File: src/rtl/sdram_arb_pkg.sv
// Shared types and default geometry for the SDRAM frame arbiter.
package sdram_arb_pkg;

  typedef enum logic [1:0] {
    IDLE  = 2'd0,
    ISSUE = 2'd1,
    BUSY  = 2'd2
  } arb_state_e;

  localparam int DEF_FRAME_WORDS = 307200;
  localparam int DEF_BURST_LEN   = 256;
  localparam int DEF_BUF1_BASE   = 32'h0020_0000;

endpackage

File: src/rtl/sdram_frame_arbiter_frame_buf_sel.sv
// Double-buffer bookkeeping: latches camera/VGA frame-start events, applies
// them when the arbiter is idle, selects the write/read buffers and emits
// the FIFO flush pulses.
module frame_buf_sel (
  input  logic clk_i,
  input  logic rst_i,
  input  logic cam_start_i,
  input  logic vga_start_i,
  input  logic idle_i,
  input  logic wr_frame_full_i,
  output logic pending_o,
  output logic cam_apply_o,
  output logic vga_apply_o,
  output logic wr_flush_o,
  output logic rd_flush_o,
  output logic wr_buf_o,
  output logic rd_buf_o
);

  logic pend_cam_q, pend_cam_d;
  logic pend_vga_q, pend_vga_d;
  logic wr_buf_q, wr_buf_d;
  logic rd_buf_q, rd_buf_d;
  logic last_full_q, last_full_d;
  logic wr_flush_q, rd_flush_q;

  assign cam_apply_o = idle_i & pend_cam_q;
  assign vga_apply_o = idle_i & pend_vga_q;
  assign pending_o   = pend_cam_q | pend_vga_q;

  // Event latching and buffer swap; the camera event is resolved first so the
  // VGA side picks up a frame completed in the very same cycle.
  always_comb begin
    pend_cam_d  = (pend_cam_q & ~cam_apply_o) | cam_start_i;
    pend_vga_d  = (pend_vga_q & ~vga_apply_o) | vga_start_i;
    wr_buf_d    = wr_buf_q;
    last_full_d = last_full_q;
    rd_buf_d    = rd_buf_q;
    if (cam_apply_o && wr_frame_full_i) begin
      last_full_d = wr_buf_q;
      wr_buf_d    = ~wr_buf_q;
    end
    if (vga_apply_o) begin
      rd_buf_d = last_full_d;
    end
  end

  // State registers plus one-cycle flush pulses marking each applied event.
  always_ff @(posedge clk_i) begin
    if (rst_i) begin
      pend_cam_q  <= 1'b0;
      pend_vga_q  <= 1'b0;
      wr_buf_q    <= 1'b0;
      rd_buf_q    <= 1'b0;
      last_full_q <= 1'b0;
      wr_flush_q  <= 1'b0;
      rd_flush_q  <= 1'b0;
    end else begin
      pend_cam_q  <= pend_cam_d;
      pend_vga_q  <= pend_vga_d;
      wr_buf_q    <= wr_buf_d;
      rd_buf_q    <= rd_buf_d;
      last_full_q <= last_full_d;
      wr_flush_q  <= cam_apply_o;
      rd_flush_q  <= vga_apply_o;
    end
  end

  assign wr_flush_o = wr_flush_q;
  assign rd_flush_o = rd_flush_q;
  assign wr_buf_o   = wr_buf_q;
  assign rd_buf_o   = rd_buf_q;

endmodule

File: src/rtl/sdram_frame_arbiter.sv
// SDRAM burst arbiter between the camera write FIFO and the VGA read FIFO.
// One burst is in flight at a time; frames are double-buffered so the display
// always reads the last completed camera frame.
// Optional statistics (urgent_cnt, wr_overrun) are built when ARB_STATS_EN
// is defined.
module sdram_frame_arbiter
  import sdram_arb_pkg::*;
#(
  parameter int ADDR_W       = 22,
  parameter int LVL_W        = 10,
  parameter int BURST_LEN    = DEF_BURST_LEN,
  parameter int FRAME_WORDS  = DEF_FRAME_WORDS,
  parameter int BUF1_BASE    = DEF_BUF1_BASE,
  parameter int RD_LOW_WATER = 128,
  parameter int FIFO_DEPTH   = 1024
) (
  input  logic              CLK,
  input  logic              RST,
  input  logic              cam_frame_start,
  input  logic              vga_frame_start,
  input  logic [LVL_W-1:0]  wr_fifo_level,
  input  logic [LVL_W-1:0]  rd_fifo_level,
  output logic              cmd_valid,
  input  logic              cmd_ready,
  output logic              cmd_write,
  output logic [ADDR_W-1:0] cmd_addr,
  output logic [8:0]        cmd_len,
  input  logic              cmd_done,
  output logic              wr_flush,
  output logic              rd_flush,
  output logic              wr_buf,
  output logic              rd_buf
`ifdef ARB_STATS_EN
  ,
  output logic [15:0]       urgent_cnt,
  output logic              wr_overrun
`endif
);

  localparam logic [ADDR_W-1:0] FRAME_A = ADDR_W'(FRAME_WORDS);
  localparam logic [ADDR_W-1:0] BURST_A = ADDR_W'(BURST_LEN);
  localparam logic [ADDR_W-1:0] BUF1_A  = ADDR_W'(BUF1_BASE);
  localparam logic [LVL_W:0]    BURST_L = (LVL_W+1)'(BURST_LEN);
  localparam logic [LVL_W:0]    LOW_L   = (LVL_W+1)'(RD_LOW_WATER);
  localparam logic [LVL_W:0]    DEPTH_L = (LVL_W+1)'(FIFO_DEPTH);

  arb_state_e        state_q, state_d;
  logic [ADDR_W-1:0] wr_addr_q, wr_addr_d;
  logic [ADDR_W-1:0] rd_addr_q, rd_addr_d;
  logic              cmd_write_q, cmd_write_d;
  logic [ADDR_W-1:0] cmd_addr_q, cmd_addr_d;

  logic              idle;
  logic              evt_pending;
  logic              cam_apply;
  logic              vga_apply;
  logic              wr_frame_full;
  logic              sel_wr_buf;
  logic              sel_rd_buf;
  logic [LVL_W:0]    wr_lvl;
  logic [LVL_W:0]    rd_lvl;
  logic [LVL_W:0]    rd_space;
  logic              wr_open;
  logic              rd_open;
  logic              urgent_rd;
  logic              want_wr;
  logic              want_rd;
  logic [ADDR_W-1:0] wr_base;
  logic [ADDR_W-1:0] rd_base;

  // Offsets stop at the end of the frame; there is no wrap within a frame.
  function automatic logic [ADDR_W-1:0] sat_advance(input logic [ADDR_W-1:0] a);
    if (a >= FRAME_A - BURST_A) begin
      return FRAME_A;
    end
    return a + BURST_A;
  endfunction

  assign idle          = (state_q == IDLE);
  assign wr_frame_full = (wr_addr_q == FRAME_A);

  frame_buf_sel u_buf_sel (
    .clk_i           (CLK),
    .rst_i           (RST),
    .cam_start_i     (cam_frame_start),
    .vga_start_i     (vga_frame_start),
    .idle_i          (idle),
    .wr_frame_full_i (wr_frame_full),
    .pending_o       (evt_pending),
    .cam_apply_o     (cam_apply),
    .vga_apply_o     (vga_apply),
    .wr_flush_o      (wr_flush),
    .rd_flush_o      (rd_flush),
    .wr_buf_o        (sel_wr_buf),
    .rd_buf_o        (sel_rd_buf)
  );

  assign wr_lvl    = {1'b0, wr_fifo_level};
  assign rd_lvl    = {1'b0, rd_fifo_level};
  assign rd_space  = DEPTH_L - rd_lvl;
  assign wr_open   = (wr_addr_q < FRAME_A);
  assign rd_open   = (rd_addr_q < FRAME_A);
  assign urgent_rd = (rd_lvl < LOW_L) && rd_open;
  assign want_wr   = (wr_lvl >= BURST_L) && wr_open;
  assign want_rd   = (rd_space >= BURST_L) && rd_open;
  assign wr_base   = sel_wr_buf ? BUF1_A : '0;
  assign rd_base   = sel_rd_buf ? BUF1_A : '0;

  // Command FSM: frame events take the idle cycle, otherwise arbitrate and
  // register the chosen burst; addresses advance once the burst completes.
  always_comb begin
    state_d     = state_q;
    wr_addr_d   = wr_addr_q;
    rd_addr_d   = rd_addr_q;
    cmd_write_d = cmd_write_q;
    cmd_addr_d  = cmd_addr_q;
    unique case (state_q)
      IDLE: begin
        if (evt_pending) begin
          if (cam_apply) wr_addr_d = '0;
          if (vga_apply) rd_addr_d = '0;
        end else if (urgent_rd) begin
          cmd_write_d = 1'b0;
          cmd_addr_d  = rd_base + rd_addr_q;
          state_d     = ISSUE;
        end else if (want_wr) begin
          cmd_write_d = 1'b1;
          cmd_addr_d  = wr_base + wr_addr_q;
          state_d     = ISSUE;
        end else if (want_rd) begin
          cmd_write_d = 1'b0;
          cmd_addr_d  = rd_base + rd_addr_q;
          state_d     = ISSUE;
        end
      end
      ISSUE: begin
        if (cmd_ready) state_d = BUSY;
      end
      BUSY: begin
        if (cmd_done) begin
          if (cmd_write_q) wr_addr_d = sat_advance(wr_addr_q);
          else             rd_addr_d = sat_advance(rd_addr_q);
          state_d = IDLE;
        end
      end
      default: state_d = IDLE;
    endcase
  end

  // FSM, address counter and command field registers.
  always_ff @(posedge CLK) begin
    if (RST) begin
      state_q     <= IDLE;
      wr_addr_q   <= '0;
      rd_addr_q   <= '0;
      cmd_write_q <= 1'b0;
      cmd_addr_q  <= '0;
    end else begin
      state_q     <= state_d;
      wr_addr_q   <= wr_addr_d;
      rd_addr_q   <= rd_addr_d;
      cmd_write_q <= cmd_write_d;
      cmd_addr_q  <= cmd_addr_d;
    end
  end

  assign cmd_valid = (state_q == ISSUE);
  assign cmd_write = cmd_write_q;
  assign cmd_addr  = cmd_addr_q;
  assign cmd_len   = 9'(BURST_LEN);
  assign wr_buf    = sel_wr_buf;
  assign rd_buf    = sel_rd_buf;

`ifdef ARB_STATS_EN
  logic        urgent_grant;
  logic [15:0] urgent_cnt_q;
  logic        wr_overrun_q;

  assign urgent_grant = idle && !evt_pending && urgent_rd;

  // Saturating urgent-read grant counter and sticky camera FIFO overrun flag.
  always_ff @(posedge CLK) begin
    if (RST) begin
      urgent_cnt_q <= '0;
      wr_overrun_q <= 1'b0;
    end else begin
      if (urgent_grant && (urgent_cnt_q != 16'hFFFF)) begin
        urgent_cnt_q <= urgent_cnt_q + 16'd1;
      end
      if (wr_lvl == DEPTH_L - 1'b1) begin
        wr_overrun_q <= 1'b1;
      end
    end
  end

  assign urgent_cnt = urgent_cnt_q;
  assign wr_overrun = wr_overrun_q;
`endif

endmodule

File: config.mk
export PLATFORM = sky130hd
export DESIGN_NAME = sdram_frame_arbiter
export DESIGN_NICKNAME = d
export VERILOG_FILES = /design/src/rtl/sdram_arb_pkg.sv /design/src/rtl/sdram_frame_arbiter_frame_buf_sel.sv /design/src/rtl/sdram_frame_arbiter.sv
export SDC_FILE = /design/constraint.sdc
export NUM_CORES = 1
export LEC_CHECK = 0
export ABC_AREA = 1
export CORE_MARGIN = 4
export CORE_UTILIZATION = 50
export CTS_CLUSTER_SIZE = 28
export DETAILED_ROUTE_END_ITERATION = 12
export GPL_TIMING_DRIVEN = 0
export PLACE_DENSITY = 0.77
export RECOVER_POWER = 25
export SKIP_CTS_REPAIR_TIMING = 1
export SYNTH_ARGS = -nofsm -noshare
export SYNTH_HDL_FRONTEND = slang
export SYNTH_HIERARCHICAL = 1
export SYNTH_SLANG_ARGS = --single-unit
File: constraint.sdc
create_clock -name CLK -period 1.7 [get_ports CLK]
set_input_delay 0.34 -clock CLK [delete_from_list [all_inputs] [get_ports CLK]]
set_output_delay 0.34 -clock CLK [all_outputs]
set_load 0.03 [all_outputs]
==> results.md, run 1 <==
- Drt drc: 0
- CP endpoint kind: output pin
- CTS tree: yes
- Critical path launch point type: register
- CTS buffer count: 5
- Flop2flop setup slack: 0.10 ns
- GRT Residual Overflow: 0
- Core area: 0.005540 sq mm
- PwrDens: 756.9 mW/mm^2
- Tcrit/Tclk final: between 90% and 100%
- CP top delay family: buffers and inverters
- CP Cell Sequence: clkdlybuf4s50_1
- Initial DRC count: 154
- Clk buf depth: 2
- Worst-Margin Slew: 0.5393 ns
- TritonCTS Sinks: 52
- Die area: 0.007042 sq mm
- Antenna Nets Post-Route: 0
- Vias: 2866
- Worst Path Buf+Inv: 1
- Slew margin rel.: ~64%
- Critical path data arrival time: 1.33 ns
- Seq/Total Area, Yosys: 36.13%
- Drt pass-1 iters: 5
- Final net count: 544
- R2r startpoint: u_buf_sel/pend_cam_q
- WP depth: 1
- CP Capture Point: cmd_addr[13]
- Lkg Pwr: roughly 1.8 nW
- Vias in the first global route: 2627
- CTS H-Tree Depth: 2
- WL/cell: ~12 um
- Largest stage delay, worst path: 0.67 ns
- Avg Cell Area, Syn: 6.432 sq um
- Worst path required time: 1.36 ns
- Cell Rows: 27
- VDD IR max: 0.5271 mV
- Outcome: complete, no violations
- Gr usage total: 19.64%
- Reg2reg path depth: 6
- Yosys cell types: 26
- Area growth syn-to-layout: 27.27%
- Hold Crit Class: register to register
- Max stage delay cell, worst path: clkdlybuf4s50_1
- Die height: 83.92 um
- Vias per inst: 4.874
- Ports: 63
- Placed Instance Area: 0.003398 sq mm
- Fin area: 0.003667 sq mm
- Routability Congestion: around 0.91
- Pin count of the biggest net entering global routing: 15
- Max_cap viols: 0
- CTS clock-pin slew for the worst setup and hold paths: about 0.090 ns
- Max Slew Vio Count: 0
- Chip width: between 80 and 90 um
- Reg-to-Reg End: cmd_addr[18]
- First-pass GRT wire length: 11.49 mm
- CTS root buf: clkbuf_8
- Clock latency on the worst-skew pair: 0.31 ns
- Final Hold Viols: 0
- Fmax: 599.1 MHz
- CP Class: register to output pin
- # port buffers: 37
- Synthesized cell area: 0.002882 sq mm
- Critical path startpoint: cmd_addr[13]
- Synth Instances: 448
- WL final: 7.006 mm
- Ratio of cells with drive above 1 in the final layout: 16.28%
- Initial antenna violation count: 0
- Final setup fails: 0
- ANT cells: 0
- Synthesis-stage register bit count: 52
- Starting Density: 52.01%
- Detail Placement HPWL: between 5 and 6 mm
- Yosys Warn Count: 6
- Min Tclk post-route: 1.669 ns
- Setup TNS Final: 0 ns
- Crit-path max FO: 2
- Worst Clk Skew: 0.01199 ns
- Share of the core filled with cells: 66.19%
-- placed cells by master (no fill, tap or decap), types with 8 or more instances in the layout --
master / count
a21oi_1: 30
buf_4: 29
nor2_1: 50
nand2_2: 8
inv_2: 8
clkdlybuf4s50_1: 31
inv_1: 58
dfxtp_1: 46
nor3_1: 9
conb_1: 17
xor2_1: 11
nand3_1: 27
nand2_1: 113
o21ai_0: 16
-- layer usage --
metal	routed length [um]	track usage (%)	vias up
li1	-	-	1487
met1	3161	25.74	1283
met2	3282	33.41	80
met3	382	3.060	16
met4	180	5.409	0
met5	0	0	-
-- worst min-delay path: cells and delay by family, from the launching register on --
family	cells	cell delay [ns]
flops	1	0.32
simple gates	2	0.09
-- power breakdown --
part | internal, W | switching, W | total (W)
Clock | 0.000333 | 0.000402 | 0.000735
Sequential | 0.00127 | 0.0000377 | 0.00131
Combinational | 0.000293 | 0.000435 | 0.000728
Total | 0.00190 | 0.000875 | 0.00278
-- logic make-up (layout without fill, tap and decap cells) --
family / Yosys count / after routing / synth area share, %
AOI/OAI and AO/OA: 56 / 56 / 9.900
xor gates and xnor gates: 11 / 11 / 3.343
DFF: 52 / 52 / 36.13
adders and majority gates: 3 / 3 / 1.303
and+or+nand+nor: 229 / 229 / 33.56
buffers and inverters: 95 / 148 / 15.50
other: 2 / 17 / 0.2606
-- cell type report --
class / count / area, sq um
repair buffers: 45 / 445.4
fillers: 522 / 1873
multi-input cells: 316 / 1525
well taps: 72 / 90.09
clock buffers: 8 / 90.09
flip-flops and latches: 52 / 1049
plain buffers: 27 / 206.4
inverters: 68 / 261.5
-- how the worst min path moves through the flow --
stage | from | end | slack, ns | cells past startpoint
detailed placement | cmd_addr[20] | cmd_addr[20] | 0.43 | 2
finish | cmd_addr[20] | cmd_addr[20] | 0.45 | 2
global route | cmd_addr[20] | cmd_addr[20] | 0.48 | 2
CTS | cmd_addr[20] | cmd_addr[20] | 0.45 | 2
global placement | cmd_addr[19] | cmd_addr[19] | 0.43 | 2
floorplan | RST | u_buf_sel/last_full_q | 0.41 | 1
-- through the flow --
step	hold slack, ns	cells	worst slack (ns)	power, W
3_3_place_gp	0.4254	572	-0.3373	0.002004
5_1_grt	0.4757	588	-0.03101	0.002895
3_5_place_dp	0.4309	572	-0.4008	0.002015
6_report	0.4482	588	0.03080	0.002776
2_1_floorplan	0.4091	463	0.1904	0.001795
4_1_cts	0.4500	580	-0.2427	0.002729
-- sequential cells by signal, indices dropped and copies added (netlist names), 2 cells and up --
name       cells
cmd_addr      14
rd_addr_q     14
state_q        2
wr_addr_q     14
-- Yosys cell counts, drive strengths merged --
cell type | number | area, sq um
buf | 24 | 180.2
o21bai | 1 | 7.510
xor2 | 11 | 96.34
nor3 | 11 | 60.06
conb | 2 | 7.510
nand2 | 122 | 480.5
o21a | 1 | 7.510
dfxtp | 52 | 1041
nor2 | 60 | 240.2
o21ai | 20 | 100.1
clkbuf | 3 | 11.26
ha | 3 | 37.54
nand4 | 4 | 25.02
nand3 | 31 | 155.2
inv | 67 | 251.5
or2 | 1 | 6.260
clkinv | 1 | 3.750
a21oi | 34 | 170.2
No activity file was read; power rests on OpenSTA's default activity.
==> inputs of run 2 (changes only) <==
--- a/config.mk
+++ b/config.mk
@@ -7,11 +7,11 @@
 export LEC_CHECK = 0
 export ABC_AREA = 1
 export CORE_MARGIN = 4
-export CORE_UTILIZATION = 50
+export CORE_UTILIZATION = 46
 export CTS_CLUSTER_SIZE = 28
 export DETAILED_ROUTE_END_ITERATION = 12
 export GPL_TIMING_DRIVEN = 0
-export PLACE_DENSITY = 0.77
+export PLACE_DENSITY = 0.75
 export RECOVER_POWER = 25
 export SKIP_CTS_REPAIR_TIMING = 1
 export SYNTH_ARGS = -nofsm -noshare
==> constraint.sdc (replaced) <==
create_clock -name CLK -period 1.5 [get_ports CLK]
set_input_delay 0.3 -clock CLK [delete_from_list [all_inputs] [get_ports CLK]]
set_output_delay 0.3 -clock CLK [all_outputs]
set_load 0.03 [all_outputs]
==> run 2 against run 1 <==
Against the previous run: flip-flop and latch count is the same; largest power group unchanged; critical endpoint is now cmd_addr[16]; the run now ends with negative setup slack left; die area grew 7.8%; highest routed layer unchanged; critical path type is now register to register; combinational power grew 52%; clock-buffer cell count shrank 3; power grew 30%; non-clock buffer count grew 28.
==> results.md, run 2 (same netlist as run 1, synthesis figures left out) <==
- Pre-CTS setup slack: -0.5138 ns (was -0.4008 ns)
- Outcome: finished, violations left (was complete, no violations)
- CTS H-Tree Depth: 2 (unchanged)
- CTS tree: yes (unchanged)
- # port buffers: 37 (unchanged)
- Fillers: 416 (was 522)
- Clk buf depth: 2 (unchanged)
- Initial DRC count: 324 (was 154)
- Failing checks: negative setup slack
- Detail Placement HPWL: 5.233 mm (was 5.168 mm)
- Vias per inst: 5.309 (was 4.874)
- GRT Residual Overflow: 0 (unchanged)
- Ports: 63 (unchanged)
- Critical path launch point type: register (unchanged)
- Drt drc: 0 (unchanged)
- Vias: 3286 (was 2866)
- Min Hold Slack: 0.4472 ns (was 0.4482 ns)
- Slew margin rel.: 59.56% (was 64.05%)
- Final net count: 572 (was 544)
- Antenna Nets Post-Route: 0 (unchanged)
- Vias in the first global route: 2597 (was 2627)
- Starting Density: 48.10% (was 52.01%)
- Fmax: 594.5 MHz
- Flop2flop setup slack: -0.18 ns (was 0.10 ns)
- CTS buffer count: 5 (unchanged)
- Tcrit/Tclk final: 112.1%
- Critical path data arrival time: 1.90 ns (was 1.33 ns)
- WL/cell: 14.99 um (was 11.91 um)
- Clock latency on the worst-skew pair: 0.33 ns (was 0.31 ns)
- Area growth syn-to-layout: 55.45% (was 27.27%)
- Ratio of cells with drive above 1 in the final layout: 39.34% (was 16.28%)
- Commonest non-fill, non-tap cells in the layout: 82 x nand2_1, 49 x inv_1, 44 x buf_4, 36 x nor2_1, 31 x dfxtp_1 (was 113 x nand2_1, 58 x inv_1, 50 x nor2_1, 46 x dfxtp_1, 31 x clkdlybuf4s50_1)
- Worst path required time: 1.72 ns (was 1.36 ns)
- Core area: 0.005991 sq mm (was 0.005540 sq mm)
- TritonCTS Sinks: 52 (unchanged)
- Worst-Margin Slew: 0.6066 ns (was 0.5393 ns)
- PwrDens: 804.4 mW/mm^2 (was 756.9 mW/mm^2)
- Die area: 0.007594 sq mm (was 0.007042 sq mm)
- WL final: 9.277 mm (was 7.006 mm)
- First-pass GRT wire length: 11.43 mm (was 11.49 mm)
- CP endpoint kind: register (was output pin)
- Min Tclk post-route: 1.682 ns
- RSZ-0062 raised after global routing: yes
- Lkg Pwr: 2.302 nW (was 1.769 nW)
- Cell Rows: 28 (was 27)
- ANT cells: 0 (unchanged)
- Final setup margin: -0.1820 ns (was 0.03080 ns)
- Max_cap viols: 0 (unchanged)
- CTS clock-pin slew for the worst setup and hold paths: 0.10 ns (was 0.09 ns)
- Hold Crit Class: register to register (unchanged)
- Worst Clk Skew: 0.01015 ns (was 0.01199 ns)
- Gr usage total: 18.93% (was 19.64%)
- CTS root buf: clkbuf_8 (unchanged)
- Final setup fails: 39 (was 0)
- CP Class: register to register (was register to output pin)
- Die height: 87.15 um (was 83.92 um)
- VDD IR max: 0.4943 mV (was 0.5271 mV)
- Final Hold Viols: 0 (unchanged)
- Routability Congestion: 0.9665 (was 0.9073)
- Drt pass-1 iters: 5 (unchanged)
- Initial antenna violation count: 0 (unchanged)
- Max Slew Vio Count: 0 (unchanged)
- Chip width: 87.15 um (was 83.92 um)
- Pin count of the biggest net entering global routing: 17 (was 15)
- Most common cell after layout, fill and taps aside: nand2_1 (unchanged)
- Crit-path max FO: 6 (was 2)
## run 2: final cells by class
class                      count  area [sq um]  area share, %
clock inverter                 3         42.54         0.9497
timing repair buffer          73         755.7          16.87
sequential                    52          1090          24.33
clock buffer                   5         68.82          1.536
inverter                      68         276.5          6.173
buffer                        27         229.0          5.112
tap                           75         93.84          2.095
multi-input combinational    316          1923          42.93
## run 2: routing by layer
metal | part of all wire, % | vias to the layer above | track usage, %
li1 | - | 1548 | -
met1 | 38 | 1501 | 23.20
met2 | 50 | 190 | 32.99
met3 | 8.1 | 47 | 3.690
met4 | 4.1 | 0 | 6.555
met5 | 0 | - | 0
## run 2: metrics by stage
step | TNS, ns | utilization, % | instances | total power (W) | area [sq um]
final | -3.232 | 74.77 | 619 | 0.003603 | 4479
after global routing | -6.087 | 74.77 | 619 | 0.003730 | 4479
after CTS | -8.951 | 58.73 | 583 | 0.003254 | 3518
after detailed placement | -14.95 | 56.87 | 575 | 0.002282 | 3407
after global placement | -14.22 | 56.87 | 575 | 0.002272 | 3407
after floorplan | 0 | - | 463 | 0.002037 | 2943
## run 2: power breakdown
| group | total, W | internal, W | switching [W] |
|---|---|---|---|
| Clock | 0.00101 | 0.000495 | 0.000519 |
| Sequential | 0.00148 | 0.00143 | 0.0000471 |
| Combinational | 0.00111 | 0.000475 | 0.000635 |
## run 2: final timing paths
| check | start | to | depth (start not counted) |
|---|---|---|---|
| worst max-delay path | wr_addr_q[17] | cmd_addr[16] | 12 |
| worst min-delay path | cmd_addr[20] | cmd_addr[20] | 2 |
| worst max register to register | wr_addr_q[17] | cmd_addr[16] | 12 |
| worst min register to register | cmd_addr[20] | cmd_addr[20] | 2 |
## run 2: worst max-delay path, cell delays in order, from the launching register on
cell	delay (ns)
dfxtp_4	0.38
inv_4	0.06
nand2_2	0.06
nor2_2	0.15
nand2_2	0.10
nor2_4	0.14
buf_6	0.11
nor2_4	0.06
nand2_4	0.08
buf_6	0.12
nand2_1	0.09
a21oi_2	0.16
nor2_1	0.06
